<file path="src/rtl/ffe_tdm_param.sv">
// ---------------------------------------------------------------------------
// ffe_tdm_param
//
// Time-multiplexed FIR feed-forward equaliser. A single multiplier and a
// single accumulator are shared across all taps: after a sample is accepted
// the block spends TAPS cycles walking the delay line (one MAC per cycle),
// then one cycle scaling/saturating and registering the result.
//
// Coefficients are double-buffered. Writes always land in the shadow bank.
// A commit request copies shadow -> active only when the datapath is idle
// and no sample is being accepted, so a sample in flight always sees one
// consistent coefficient set.
//
// Parameters
//   DATA_W     signed sample / result width
//   COEF_W     signed coefficient width
//   TAPS       number of taps (2..16)
//   FRAC_BITS  coefficient fractional bits (FRAC_BITS <= COEF_W-2)
//
// Ports
//   ffe_clk      clock, rising edge
//   rst          asynchronous active-high reset
//   flush        synchronous clear of delay line / accumulator / pending commit
//   in_valid     d_in carries a sample
//   in_ready     block is idle and will take a sample this cycle
//   d_in         signed input sample
//   coef_we      write coef_wdata into shadow tap coef_addr
//   coef_addr    shadow tap index (indices >= TAPS are ignored)
//   coef_wdata   signed coefficient
//   coef_commit  request shadow -> active copy
//   y            saturated signed result, held between results
//   y_valid      one-cycle pulse when y is new
//   sat          result was clamped (meaningful with y_valid)
// ---------------------------------------------------------------------------
module ffe_tdm_param #(
    parameter int DATA_W    = 12,
    parameter int COEF_W    = 12,
    parameter int TAPS      = 4,
    parameter int FRAC_BITS = 10
) (
    input  logic                      ffe_clk,
    input  logic                      rst,
    input  logic                      flush,
    input  logic                      in_valid,
    output logic                      in_ready,
    input  logic signed [DATA_W-1:0]  d_in,
    input  logic                      coef_we,
    input  logic [$clog2(TAPS)-1:0]   coef_addr,
    input  logic signed [COEF_W-1:0]  coef_wdata,
    input  logic                      coef_commit,
    output logic signed [DATA_W-1:0]  y,
    output logic                      y_valid,
    output logic                      sat
);

    localparam int KW     = $clog2(TAPS);
    localparam int PROD_W = DATA_W + COEF_W;
    localparam int ACC_W  = DATA_W + COEF_W + KW;

    // 1.0 in the coefficient's fixed-point format
    localparam logic signed [COEF_W-1:0] COEF_ONE = COEF_W'(1) << FRAC_BITS;

    // Output clamp limits, both at accumulator width for the range test and
    // at output width for the clamped value itself.
    localparam logic signed [ACC_W-1:0] Y_MAX_ACC =
        {{(ACC_W-DATA_W+1){1'b0}}, {(DATA_W-1){1'b1}}};
    localparam logic signed [ACC_W-1:0] Y_MIN_ACC =
        {{(ACC_W-DATA_W+1){1'b1}}, {(DATA_W-1){1'b0}}};
    localparam logic signed [DATA_W-1:0] Y_MAX = {1'b0, {(DATA_W-1){1'b1}}};
    localparam logic signed [DATA_W-1:0] Y_MIN = {1'b1, {(DATA_W-1){1'b0}}};

    typedef enum logic [1:0] {
        IDLE = 2'd0,
        MAC  = 2'd1,
        OUT  = 2'd2
    } state_t;

    // -----------------------------------------------------------------------
    // State
    // -----------------------------------------------------------------------
    state_t                    state_reg;
    logic [KW-1:0]             k_reg;
    logic signed [ACC_W-1:0]   acc_reg;
    logic                      pending_reg;
    logic signed [DATA_W-1:0]  y_reg;
    logic                      y_valid_reg;
    logic                      sat_reg;

    logic signed [DATA_W-1:0]  x_reg      [TAPS];
    logic signed [COEF_W-1:0]  shadow_reg [TAPS];
    logic signed [COEF_W-1:0]  active_reg [TAPS];

    // -----------------------------------------------------------------------
    // Control decode
    // -----------------------------------------------------------------------
    logic accept;
    logic copy_en;
    logic [TAPS-1:0] wr_hit;

    assign in_ready = (state_reg == IDLE);

    // flush outranks everything, including an accept in the same cycle
    assign accept = in_valid & in_ready & ~flush;

    // The copy may fire in the same cycle the commit is requested if the
    // datapath is idle; otherwise the pending flag carries the request until
    // the first idle cycle that is not an accept.
    assign copy_en = (pending_reg | coef_commit) & in_ready & ~accept & ~flush;

    // Per-tap shadow write strobes. An out-of-range address matches no tap,
    // so the write simply drops.
    generate
        for (genvar gi = 0; gi < TAPS; gi++) begin : gen_wr_hit
            assign wr_hit[gi] = coef_we & ~flush & (coef_addr == KW'(gi));
        end
    endgenerate

    // -----------------------------------------------------------------------
    // Shared multiplier and result scaling
    // -----------------------------------------------------------------------
    logic signed [DATA_W-1:0] x_sel;
    logic signed [COEF_W-1:0] c_sel;
    logic signed [PROD_W-1:0] prod;
    logic signed [ACC_W-1:0]  prod_ext;
    logic signed [ACC_W-1:0]  shifted;
    logic                     over;
    logic                     under;
    logic signed [DATA_W-1:0] y_next;

    assign x_sel    = x_reg[k_reg];
    assign c_sel    = active_reg[k_reg];
    assign prod     = PROD_W'(x_sel) * PROD_W'(c_sel);
    assign prod_ext = {{(ACC_W-PROD_W){prod[PROD_W-1]}}, prod};

    // Arithmetic shift gives floor division by 2^FRAC_BITS (no rounding)
    assign shifted = acc_reg >>> FRAC_BITS;
    assign over    = (shifted > Y_MAX_ACC);
    assign under   = (shifted < Y_MIN_ACC);

    always_comb begin
        y_next = shifted[DATA_W-1:0];
        if (over) begin
            y_next = Y_MAX;
        end else if (under) begin
            y_next = Y_MIN;
        end
    end

    // -----------------------------------------------------------------------
    // Delay line: shifts only on accept, so MAC always reads a stable window
    // -----------------------------------------------------------------------
    always_ff @(posedge ffe_clk or posedge rst) begin
        if (rst) begin
            for (int i = 0; i < TAPS; i++) begin
                x_reg[i] <= '0;
            end
        end else if (flush) begin
            for (int i = 0; i < TAPS; i++) begin
                x_reg[i] <= '0;
            end
        end else if (accept) begin
            x_reg[0] <= d_in;
            for (int i = 1; i < TAPS; i++) begin
                x_reg[i] <= x_reg[i-1];
            end
        end
    end

    // -----------------------------------------------------------------------
    // Coefficient banks. The copy reads the shadow value from before any
    // same-cycle write, which falls out of non-blocking assignment order.
    // -----------------------------------------------------------------------
    always_ff @(posedge ffe_clk or posedge rst) begin
        if (rst) begin
            for (int i = 0; i < TAPS; i++) begin
                shadow_reg[i] <= (i == 0) ? COEF_ONE : '0;
                active_reg[i] <= (i == 0) ? COEF_ONE : '0;
            end
        end else begin
            for (int i = 0; i < TAPS; i++) begin
                if (wr_hit[i]) begin
                    shadow_reg[i] <= coef_wdata;
                end
                if (copy_en) begin
                    active_reg[i] <= shadow_reg[i];
                end
            end
        end
    end

    // -----------------------------------------------------------------------
    // Sequencer: IDLE -> MAC (TAPS cycles) -> OUT -> IDLE
    // -----------------------------------------------------------------------
    always_ff @(posedge ffe_clk or posedge rst) begin
        if (rst) begin
            state_reg   <= IDLE;
            k_reg       <= '0;
            acc_reg     <= '0;
            pending_reg <= 1'b0;
            y_reg       <= '0;
            y_valid_reg <= 1'b0;
            sat_reg     <= 1'b0;
        end else if (flush) begin
            // Abort: no result for the in-flight sample; y and sat keep
            // whatever the last completed result left there.
            state_reg   <= IDLE;
            k_reg       <= '0;
            acc_reg     <= '0;
            pending_reg <= 1'b0;
            y_valid_reg <= 1'b0;
        end else begin
            y_valid_reg <= 1'b0;

            if (copy_en) begin
                pending_reg <= 1'b0;
            end else if (coef_commit) begin
                pending_reg <= 1'b1;
            end

            case (state_reg)
                IDLE: begin
                    if (accept) begin
                        acc_reg   <= '0;
                        k_reg     <= '0;
                        state_reg <= MAC;
                    end
                end

                MAC: begin
                    acc_reg <= acc_reg + prod_ext;
                    k_reg   <= k_reg + KW'(1);
                    if (k_reg == KW'(TAPS - 1)) begin
                        state_reg <= OUT;
                    end
                end

                OUT: begin
                    y_reg       <= y_next;
                    sat_reg     <= over | under;
                    y_valid_reg <= 1'b1;
                    state_reg   <= IDLE;
                end

                default: begin
                    state_reg <= IDLE;
                end
            endcase
        end
    end

    assign y       = y_reg;
    assign y_valid = y_valid_reg;
    assign sat     = sat_reg;

endmodule

</file>
<file path="config.mk">
export PLATFORM = sky130hd
export DESIGN_NAME = ffe_tdm_param
export DESIGN_NICKNAME = d
export VERILOG_FILES = /design/src/rtl/ffe_tdm_param.sv
export SDC_FILE = /design/constraint.sdc
export NUM_CORES = 1
export LEC_CHECK = 0
export ABC_AREA = 0
export BUFFER_PORTS_ARGS = -buffer_cell sky130_fd_sc_hd__buf_2
export CORE_MARGIN = 4
export CORE_UTILIZATION = 30
export CTS_CLUSTER_DIAMETER = 150
export DETAILED_ROUTE_END_ITERATION = 8
export PLACE_DENSITY = 0.45
export SETUP_SLACK_MARGIN = 0.05
export SKIP_LAST_GASP = 1
export SLEW_MARGIN = 5
export SYNTH_ARGS = -nofsm -noshare
export SYNTH_HDL_FRONTEND = slang
export SYNTH_SLANG_ARGS = --single-unit
</file>
<file path="constraint.sdc">
create_clock -name ffe_clk -period 6.77 [get_ports ffe_clk]
set_input_delay 1.0155 -clock ffe_clk [delete_from_list [all_inputs] [get_ports ffe_clk]]
set_output_delay 1.0155 -clock ffe_clk [all_outputs]
set_load 0.02 [all_outputs]
</file>
==> impl_metrics.json, run 1 <==
{
  "cap_viol_max_count": 0,
  "max_stage_delay_ns": 0.54,
  "fp.dieW_um": 225,
  "p_sw_share_pct": 44.4,
  "post-dp-hpwl_um": 24100,
  "power.clock.fraction_pct": 14.5,
  "core-area_um2": 46600,
  "drc": 0,
  "power_switching_mw": 2.95,
  "yosys.area.top_type_share_pct": 33.1,
  "ys_warn_count": 0,
  "initial_core_util_pct": 30.3,
  "fin_util_pct": 33.7,
  "synthFlopType": "dfrtp_1",
  "synth_top_cells_by_count": "inv_1 (195), dfrtp_1 (187), fa_1 (171)",
  "hp-class": "register to register",
  "num_rows": 79,
  "dieArea_um2": 50600,
  "hold_viol": 0,
  "routed-wl-met2_um": 13800,
  "total_power_mw": 6.64,
  "antenna_left": 0,
  "yosysMostFrequentCell": "inv_1",
  "grt_start_max_net_pins": 112,
  "slowest_stage": "fa_1",
  "timing.final.crit_period_ns": 6.41,
  "gr-usage-all-layers_pct": 13.3,
  "netlist_area_um2": 14100,
  "path_max_fanout": 27,
  "htree_num_levels": 4,
  "drtIter0Drc": 388,
  "clock_sinks": 189,
  "fp.dieH_um": 225,
  "root_buffer": "clkbuf_16",
  "synth_area_leader_cell": "dfrtp_1",
  "ir_drop_mv": 0.218,
  "critical_path_class": "register to register",
  "run_status": "complete, no violations",
  "worst_pin_slew_ns": 1.11,
  "viasPerCell": 4.54,
  "cts_tree": "done",
  "wire_per_inst_um": 17.0,
  "layout.nets": 1542,
  "slew_headroom_pct": 25.6,
  "hold_ws_ns": 0.461,
  "cts_buffer_depth": 2,
  "ys_ff_latch": 189,
  "async_flop_share_pct": 100,
  "powerDensity_nw_per_um2": 423,
  "seqPwrFrac_pct": 22.6,
  "wl_met3_um": 988,
  "ys_seq_area_share_pct": 33.5,
  "startpoint_type": "register",
  "finalClockSkew_ns": 0.0240,
  "grt_pass1_vias": 9355,
  "setup_viol": 0,
  "grt_pass1_wl_um": 53100,
  "fin_tns_setup_ns": 0,
  "highest_layer": "met4",
  "wirelength_um": 32000,
  "drt-met1-wl_um": 16700,
  "end_kind": "register",
  "crit_required_ns": 7.06,
  "cts_hold_buffers": 0,
  "path_clk_slew_ns": 0.07,
  "max_freq_mhz": 156,
  "syn_area_per_cell_um2": 11.5,
  "leakage_nw": 7.61,
  "clk_latency_ns": 0.47,
  "slew_violations": 0,
  "io_pins": 47,
  "overflow": 0,
  "firstDrtPassIters": 5,
  "intPower_mw": 3.69,
  "pwr-share-comb_pct": 62.9,
  "numCtsBuffers": 17,
  "rsz0062_at_grt": "no",
  "synthCells": 1230,
  "synth-edff-count": 0,
  "antenna_found_initial": 1,
  "synth_area_leaders": "dfrtp_1 (33%), fa_1 (24%), mux2_2 (7.7%)",
  "synthDistinctLibCells": 47,
  "arrival_ns": 6.70,
  "route.vias.total": 8554,
  "portBuffers": 46,
  "path_cells": "buf_12 -> mux2_2 -> o21ai_1 -> or2_2 -> fa_1 -> fa_1 -> inv_1 -> fa_1 -> fa_1 -> fa_1 -> fa_1 -> ha_1 -> nand2_1 -> a211oi_1 -> nor3_2 -> buf_4 -> o31ai_2 -> xnor2_1 -> o21ai_1",
  "layout-drive-gt1-share_pct": 19.5,
  "cpMostUsedCell": "fa_1",
  "gp_congestion": 0.803,
  "antennaDiodeCount": 0,
  "synthToLayoutAreaGrowth_pct": 11.2,
  "synth_fp_nets": 1504,
  "fin_crit_sh_pct": 94.6
}
==> timing repair <==
item | CTS | global route
gates resized for setup | 0 | 5
buffers inserted | 0 | 10
setup endpoints to repair | 0 | 11
==> critical path, delay by kind of cell (launching register included) <==
family / cells / cell delay [ns]
compound gates: 4 / 1.16
xor+xnor: 1 / 0.15
fa+ha+maj: 7 / 3.27
buf+inv: 3 / 0.42
flops: 1 / 0.37
mux: 1 / 0.36
simple gates: 3 / 0.48
==> power groups by stage <==
| stage | Combinational (mW) | Clock, mW | Sequential (mW) |
|---|---|---|---|
| final | 4.17 | 0.966 | 1.50 |
| after global routing | 4.79 | 1.05 | 1.53 |
| after CTS | 4.19 | 1.00 | 1.51 |
| after detailed placement | 4.14 | 0 | 1.53 |
| after global placement | 4.13 | 0 | 1.53 |
| after floorplan | 3.21 | 0 | 1.46 |
==> final timing paths <==
| check | to | cells after the start | slack [ns] | startpoint |
|---|---|---|---|---|
| max in group asynchronous | k_reg[0] | 3 | 4.40 | rst |
| worst min-delay path | y[8] | 2 | 0.46 | y[8] |
| worst min register to register | y[8] | 2 | 0.46 | y[8] |
| min in group asynchronous | acc_reg[5] | 2 | 0.71 | rst |
| worst max-delay path | acc_reg[22] | 19 | 0.36 | k_reg[1] |
| worst max register to register | acc_reg[22] | 19 | 0.36 | k_reg[1] |
==> kinds of logic (layout without fill, tap and decap cells) <==
kind of cell | Yosys count | count (layout) | synth area share (%)
adder cells (fa/ha/maj) | 242 | 242 | 30.5
XOR/XNOR | 28 | 28 | 1.74
AND/OR/NAND/NOR | 250 | 250 | 8.37
AO/OA/AOI/OAI | 143 | 143 | 7.18
buffers and inverters | 256 | 304 | 7.11
flip-flops | 189 | 189 | 33.5
multiplexers | 122 | 122 | 11.5
==> layer usage <==
metal | vias up | GRT usage (%)
met2 | 116 | 19.6
met1 | 4373 | 20.3
met4 | 0 | 3.22
li1 | 4044 | -
met3 | 21 | 2.47
met5 | - | 0
==> cell type report <==
class / instances / area [um^2]
Multi-Input combinational cell: 785 / 8440
Tap cell: 607 / 759
Inverter: 195 / 739
Sequential cell: 189 / 4740
Fill cell: 4717 / 30900
Timing Repair Buffer: 80 / 499
Clock buffer: 19 / 453
Clock inverter: 10 / 81.3
==> stage by stage <==
step	setup slack (ns)	instance area, um^2	cells
detailed placement	0.167	15100	1846
finish	0.363	15700	1885
floorplan	0.559	14100	1230
global route	0.0613	15700	1885
CTS	0.165	15600	1875
global placement	0.263	15100	1846
==> layout by cell type, fill, tap and decap left out, types with 3 or more instances in the layout <==
cell type / synthesis / final
a21o_1: 7 / 7
a21oi_1: 17 / 15
a22o_1: 55 / 55
a31oi_1: 5 / 5
and2_1: 68 / 68
buf_2: 22 / 46
buf_4: 4 / 31
clkbuf_16: 0 / 17
clkinv_2: 0 / 3
dfrtp_1: 187 / 186
fa_1: 171 / 170
ha_1: 71 / 71
inv_1: 195 / 194
inv_6: 0 / 4
inv_8: 0 / 3
mux2_2: 97 / 97
mux4_2: 23 / 23
nand2_1: 128 / 128
nand3_1: 4 / 4
nand4_1: 4 / 4
nor2_1: 27 / 23
nor2_2: 0 / 3
nor2b_1: 6 / 6
nor3_1: 3 / 3
o21ai_0: 35 / 34
o21ai_1: 6 / 7
o21bai_1: 4 / 4
xnor2_1: 21 / 21
xor2_1: 7 / 7
Note: power is estimated with default switching activity, not from simulation.
==> inputs of run 2 (changes only) <==
--- a/config.mk
+++ b/config.mk
@@ -5,7 +5,7 @@
 export SDC_FILE = /design/constraint.sdc
 export NUM_CORES = 1
 export LEC_CHECK = 0
-export ABC_AREA = 0
+export ABC_AREA = 1
 export BUFFER_PORTS_ARGS = -buffer_cell sky130_fd_sc_hd__buf_2
 export CORE_MARGIN = 4
 export CORE_UTILIZATION = 30
==> run 2 against run 1 <==
  * Via count increased by 28%
  * Clock-buffer cell count decreased by 2
  * Cell area increased by 5.8%
  * Cell count increased by 27%
  * Sequential cell count unchanged
  * Clock power increased by 13%
  * Sequential power decreased by 5%
  * Worst hold slack improved by 0.024 ns
  * Largest power group unchanged
  * Synthesized cell count increased by 35%
  * First-iteration DRC count increased by 66%
  * Critical path depth increased by 7
  * Sequential share of layout area decreased by 1.7 points
==> impl_metrics.json, run 2 <==
{
  "run_status": "complete, no violations",
  "ys_ff_latch": 189,
  "synthFlopType": "dfrtp_1",
  "synth_area_leader_cell": "dfrtp_1",
  "crit_required_ns": 7.11,
  "core-area_um2": 48800,
  "viasPerCell": 4.58,
  "clk_latency_ns": 0.48,
  "worst_pin_slew_ns": 1.03,
  "synth_fp_nets": 1933,
  "fp.dieW_um": 230,
  "drc": 0,
  "leakage_nw": 8.23,
  "grt_start_max_net_pins": 127,
  "ir_drop_mv": 0.224,
  "gr-usage-all-layers_pct": 15.5,
  "critical_path_class": "register to register",
  "path_max_fanout": 11,
  "setup_viol": 0,
  "synthToLayoutAreaGrowth_pct": 12.3,
  "portBuffers": 46,
  "cap_viol_max_count": 0,
  "clock_sinks": 189,
  "crit_end": "acc_reg[24]",
  "fillers": 5247,
  "crit_path_start": "k_reg[0]",
  "netlist_area_um2": 14800,
  "r2r_start": "k_reg[0]",
  "min_from": "y[11]",
  "cts_hold_buffers": 0,
  "slew_violations": 0,
  "powerDensity_nw_per_um2": 362,
  "drtIter0Drc": 645,
  "gp_congestion": 0.892,
  "firstDrtPassIters": 5,
  "grt_pass1_wl_um": 64300,
  "wire_per_inst_um": 16.1,
  "post-dp-hpwl_um": 29800,
  "final_cell_mix": "inv_1 (323), nand2_1 (323), dfrtp_1 (186)",
  "ys_warn_count": 0,
  "fin_tns_setup_ns": 0,
  "dieArea_um2": 52900,
  "wirelength_um": 38500,
  "layoutNonFillerInstCount": 2393,
  "reg2reg_to": "acc_reg[24]",
  "syn_area_per_cell_um2": 8.92,
  "startpoint_type": "register",
  "route.vias.total": 10962,
  "fp.dieH_um": 230,
  "end_kind": "register",
  "synth-edff-count": 0,
  "io_pins": 47,
  "dp_cells": 2354,
  "worst_slack_ns": 0.415,
  "r2r_cells": 26,
  "antenna_found_initial": 0,
  "grt_pass1_vias": 11660,
  "numCtsBuffers": 17,
  "ys_seq_area_share_pct": 32.0,
  "arrival_ns": 6.69,
  "synth_top_cells_by_count": "inv_1 (325), nand2_1 (323), dfrtp_1 (187)",
  "num_rows": 81,
  "root_buffer": "clkbuf_16",
  "finalClockSkew_ns": 0.0249,
  "max_freq_mhz": 157,
  "path_clk_slew_ns": 0.10,
  "post-place-ws_ns": 0.0551,
  "synth_area_leaders": "dfrtp_1 (32%), fa_1 (23%), inv_1 (8.2%)",
  "slew_headroom_pct": 31.6,
  "yosysMostFrequentCell": "inv_1",
  "layout.nets": 1990,
  "cts_buffer_depth": 2,
  "rsz0062_at_grt": "no",
  "synthDistinctLibCells": 39,
  "yosys.area.top_type_share_pct": 31.6,
  "initial_core_util_pct": 30.3,
  "antennaDiodeCount": 0,
  "overflow": 0,
  "antenna_left": 0,
  "fin_crit_sh_pct": 93.9,
  "layout-drive-gt1-share_pct": 11.8,
  "synthCells": 1659,
  "hold_ws_ns": 0.485,
  "async_flop_share_pct": 100,
  "htree_num_levels": 4,
  "ff2ff_setup_slack_ns": 0.41,
  "hp-class": "register to register",
  "cts_tree": "done",
  "hold_viol": 0,
  "timing.final.crit_period_ns": 6.36
}
==> run 2: cell count changes after synthesis, moves of 43 or more <==
cell,change
a22o_1,-53
and2_1,-67
inv_1,+130
mux2_2,-87
nand2_1,+195
nand3_1,+43
nor2_1,+113
o21ai_0,+84
==> run 2: logic make-up (layout without fill, tap and decap cells) <==
kind of cell | Yosys count | in the layout | share of synthesized area [%]
flops | 189 | 189 | 32.0
buf+inv | 405 | 475 | 10.8
compound gates | 245 | 245 | 10.6
fa+ha+maj | 242 | 242 | 29.1
simple gates | 535 | 535 | 14.4
xor+xnor | 7 | 7 | 0.414
mux | 36 | 36 | 2.74
==> run 2: power by group <==
group | internal [mW] | switching (mW)
logic | 1.29 | 2.21
clock network | 0.565 | 0.522
registers | 1.32 | 0.107
==> run 2: how the worst min path moves through the flow <==
stage | slack, ns | end | cells past startpoint
after global routing | 0.49 | active_reg[36] | 2
after detailed placement | 0.47 | shadow_reg[2] | 2
after floorplan | 0.45 | shadow_reg[11] | 2
final | 0.48 | y[11] | 2
after global placement | 0.45 | y[11] | 2
after CTS | 0.49 | active_reg[36] | 2
==> run 2: final cells by class <==
type | count | area [um^2] | area share (%)
clock buffers | 17 | 425 | 2.56
multi-input cells | 1065 | 8520 | 51.2
well taps | 664 | 831 | 5.00
inverters | 352 | 1340 | 8.03
flip-flops and latches | 189 | 4730 | 28.5
repair buffers | 91 | 582 | 3.50
clock inverters | 15 | 199 | 1.20
==> run 2: timing repair <==
item | 4_1_cts | 5_1_grt
setup endpoints to repair | 2 | 10
gates resized for setup | 1 | 17
pin swaps | 0 | 2
setup buffers | 0 | 7
==> run 2: per-layer routing <==
layer / GRT usage (%) / wire length (um)
met1: 21.1 / 18100
met4: 4.14 / 697
met2: 25.8 / 18400
met3: 2.25 / 1240
met5: 0 / 0
==> run 2: metrics by stage <==
| stage | area [um^2] | total power [mW] | util [%] |
|---|---|---|---|
| after floorplan | 14800 | 3.99 | - |
| after global placement | 15900 | 4.96 | 32.5 |
| after detailed placement | 15900 | 4.94 | 32.5 |
| after CTS | 16500 | 6.07 | 33.8 |
| after global routing | 16600 | 6.69 | 34.0 |
| final | 16600 | 6.01 | 34.0 |
==> run 2: worst max-delay path, stage by stage, from the launching register on <==
cell and delay, ns:
dfrtp_2 0.50, buf_4 0.17, buf_4 0.15, nor2_1 0.16, inv_1 0.07, a32oi_2 0.36, inv_2 0.18, nor2_1 0.22
fa_1 0.45, inv_1 0.08, fa_1 0.44, fa_1 0.52, inv_1 0.05, fa_1 0.47, inv_1 0.05, fa_1 0.47
inv_1 0.04, ha_1 0.27, ha_2 0.39, nand2_1 0.17, nor2_2 0.23, nor2b_2 0.21, nand4_1 0.19, nand3_1 0.14
nand2_1 0.05, nand3_1 0.07, nand2_1 0.08
==> inputs of run 3 (changes only) <==
--- a/config.mk
+++ b/config.mk
@@ -7,11 +7,12 @@
 export LEC_CHECK = 0
 export ABC_AREA = 1
 export BUFFER_PORTS_ARGS = -buffer_cell sky130_fd_sc_hd__buf_2
+export CAP_MARGIN = 30
 export CORE_MARGIN = 4
 export CORE_UTILIZATION = 30
 export CTS_CLUSTER_DIAMETER = 150
 export DETAILED_ROUTE_END_ITERATION = 8
-export PLACE_DENSITY = 0.45
+export PLACE_DENSITY = 0.47
 export SETUP_SLACK_MARGIN = 0.05
 export SKIP_LAST_GASP = 1
 export SLEW_MARGIN = 5
==> constraint.sdc (replaced) <==
create_clock -name ffe_clk -period 5.5 [get_ports ffe_clk]
set_input_delay 0.825 -clock ffe_clk [delete_from_list [all_inputs] [get_ports ffe_clk]]
set_output_delay 0.825 -clock ffe_clk [all_outputs]
set_load 0.02 [all_outputs]
==> run 3 against run 2 <==
  * The run now ends with setup timing left
  * First-iteration DRC count down 10%
  * Via count rose by 5.2%
  * Critical path depth unchanged
  * Setup slack lost 0.70 ns
  * Routed wire length rose by 3.1%
  * Clock skew is 0.0073 ns lower
  * Sequential share of layout area decreased by 3.6 points
  * Global-route usage is 0.26 points higher
  * Cell count rose by 6.9%
  * Sequential power up 23%
  * Clock-buffer cell count is 3 higher
  * Largest power group unchanged
==> impl_metrics.json, run 3 (synthesis gave the netlist of run 2 again) <==
{
  "run_status": "finished, violations left",
  "failed_checks": "setup timing",
  "fp.dieH_um": 230,
  "rsz0062_at_grt": "yes",
  "wire_per_inst_um": 15.5,
  "crit_required_ns": 5.86,
  "cts_hold_buffers": 0,
  "fin_util_pct": 39.0,
  "final_common_cell": "inv_1",
  "initial_core_util_pct": 30.3,
  "post-dp-hpwl_um": 30700,
  "slew_headroom_pct": 34.2,
  "clk_latency_ns": 0.48,
  "hold_viol": 0,
  "root_buffer": "clkbuf_16",
  "clock_sinks": 189,
  "path_max_fanout": 9,
  "antenna_found_initial": 1,
  "wirelength_um": 39600,
  "layout-drive-gt1-share_pct": 27.2,
  "leakage_nw": 9.17,
  "drtIter0Drc": 580,
  "fillers": 5053,
  "final_cell_mix": "inv_1 (308), nand2_1 (294), dfrtp_1 (186)",
  "numCtsBuffers": 17,
  "antenna_left": 0,
  "cts_buffer_depth": 2,
  "drc": 0,
  "htree_num_levels": 4,
  "dieArea_um2": 52900,
  "hp-class": "input pin to asynchronous set/reset pin",
  "viasPerCell": 4.51,
  "grt_pass1_vias": 12206,
  "grt_start_max_net_pins": 163,
  "ff2ff_setup_slack_ns": -0.29,
  "max_freq_mhz": 173,
  "finalClockSkew_ns": 0.0176,
  "portBuffers": 46,
  "worst_slack_ns": -0.290,
  "fp.dieW_um": 230,
  "worst_pin_slew_ns": 0.984,
  "antennaDiodeCount": 0,
  "startpoint_type": "register",
  "fin_crit_sh_pct": 105,
  "core-area_um2": 48800,
  "grt_pass1_wl_um": 65500,
  "cts_tree": "done",
  "io_pins": 47,
  "num_rows": 81,
  "setup_viol": 17,
  "timing.final.crit_period_ns": 5.79,
  "critical_path_class": "register to register",
  "firstDrtPassIters": 5,
  "slew_violations": 0,
  "end_kind": "register",
  "layout.nets": 2154,
  "ir_drop_mv": 0.426,
  "powerDensity_nw_per_um2": 534,
  "cap_viol_max_count": 0,
  "gr-usage-all-layers_pct": 15.7,
  "arrival_ns": 6.15,
  "path_clk_slew_ns": 0.07,
  "gp_congestion": 0.890,
  "route.vias.total": 11527,
  "synthToLayoutAreaGrowth_pct": 28.7,
  "overflow": 0,
  "fin_tns_setup_ns": -2.65
}
## run 3: cell types whose count changed in the layout (fill, tap and decap cells not counted), moves of 14 or more
cell / delta
nor2_2: +14
inv_2: +14
a21oi_2: +16
a21oi_1: -20
ha_1: -32
buf_6: +14
nor2_1: -27
ha_4: +32
inv_1: -15
nand2_2: +22
nand2_1: -29
buf_4: +133
## run 3: where the power goes
group	switching (mW)	leakage, nW	internal, mW	total, mW
clock	0.594	0.314	0.787	1.38
sequential	0.133	2.49	1.63	1.76
combinational	3.70	6.37	3.33	7.03
total	4.43	9.17	5.75	10.2
## run 3: per-stage QoR
stage	power, mW	worst slack (ns)	area (um^2)	cells	hold WS [ns]
6_report	10.2	-0.290	19000	2557	0.426
5_1_grt	11.1	-0.524	19000	2557	0.440
4_1_cts	9.98	-0.222	18800	2548	0.402
3_5_place_dp	6.94	-0.508	17100	2484	0.458
3_3_place_gp	6.91	-0.460	17000	2480	0.458
2_1_floorplan	5.03	0.0137	14900	1659	0.448
## run 3: area by class of cell
cell class | instances | area [um^2] | area share (%)
sequential | 189 | 4730 | 24.9
multi-input combinational | 1065 | 9410 | 49.4
tap | 664 | 831 | 4.36
clock inverter | 12 | 195 | 1.03
timing repair buffer | 255 | 2080 | 10.9
inverter | 352 | 1340 | 7.04
clock buffer | 20 | 447 | 2.35
## run 3: metal layers
metal,GRT usage [%],wire (um)
met2,27.1,19800
met5,0,0
met4,3.99,610
met3,2.60,1180
met1,20.6,18000
## run 3: final timing paths
kind                       cells after the start  startpoint              to
hold reg to reg                                2       y[11]           y[11]
hold / removal                                 2         rst  shadow_reg[16]
min in group ffe_clk                           2       y[11]           y[11]
max in group asynchronous                      3         rst     acc_reg[16]
setup / recovery                              26    k_reg[0]     acc_reg[24]
setup reg to reg                              26    k_reg[0]     acc_reg[24]
## run 3: critical path, cell delays in order, from the launching register on
cell and delay, ns:
dfrtp_2 0.45, buf_12 0.16, buf_12 0.14, nor2_4 0.10, inv_2 0.05, a32oi_4 0.32, inv_4 0.10, nor2_4 0.13
inv_2 0.05, fa_2 0.63, buf_4 0.13, fa_2 0.41, inv_1 0.09, fa_2 0.44, fa_1 0.49, inv_1 0.05
fa_1 0.47, inv_1 0.06, ha_4 0.22, ha_4 0.30, nand2_2 0.09, o21ai_0 0.33, a21oi_1 0.15, nand3_1 0.11
nand2_1 0.05, nand3_1 0.08, nand2_1 0.07
## run 3: timing repair
| item | in CTS | in global routing |
|---|---|---|
| gates cloned | 2 | 2 |
| pin swaps | 69 | 40 |
| resized for setup | 166 | 51 |
| buffers inserted | 30 | 7 |
| endpoints found under the setup margin | 19 | 19 |
| hold endpoints to repair | 0 | 0 |
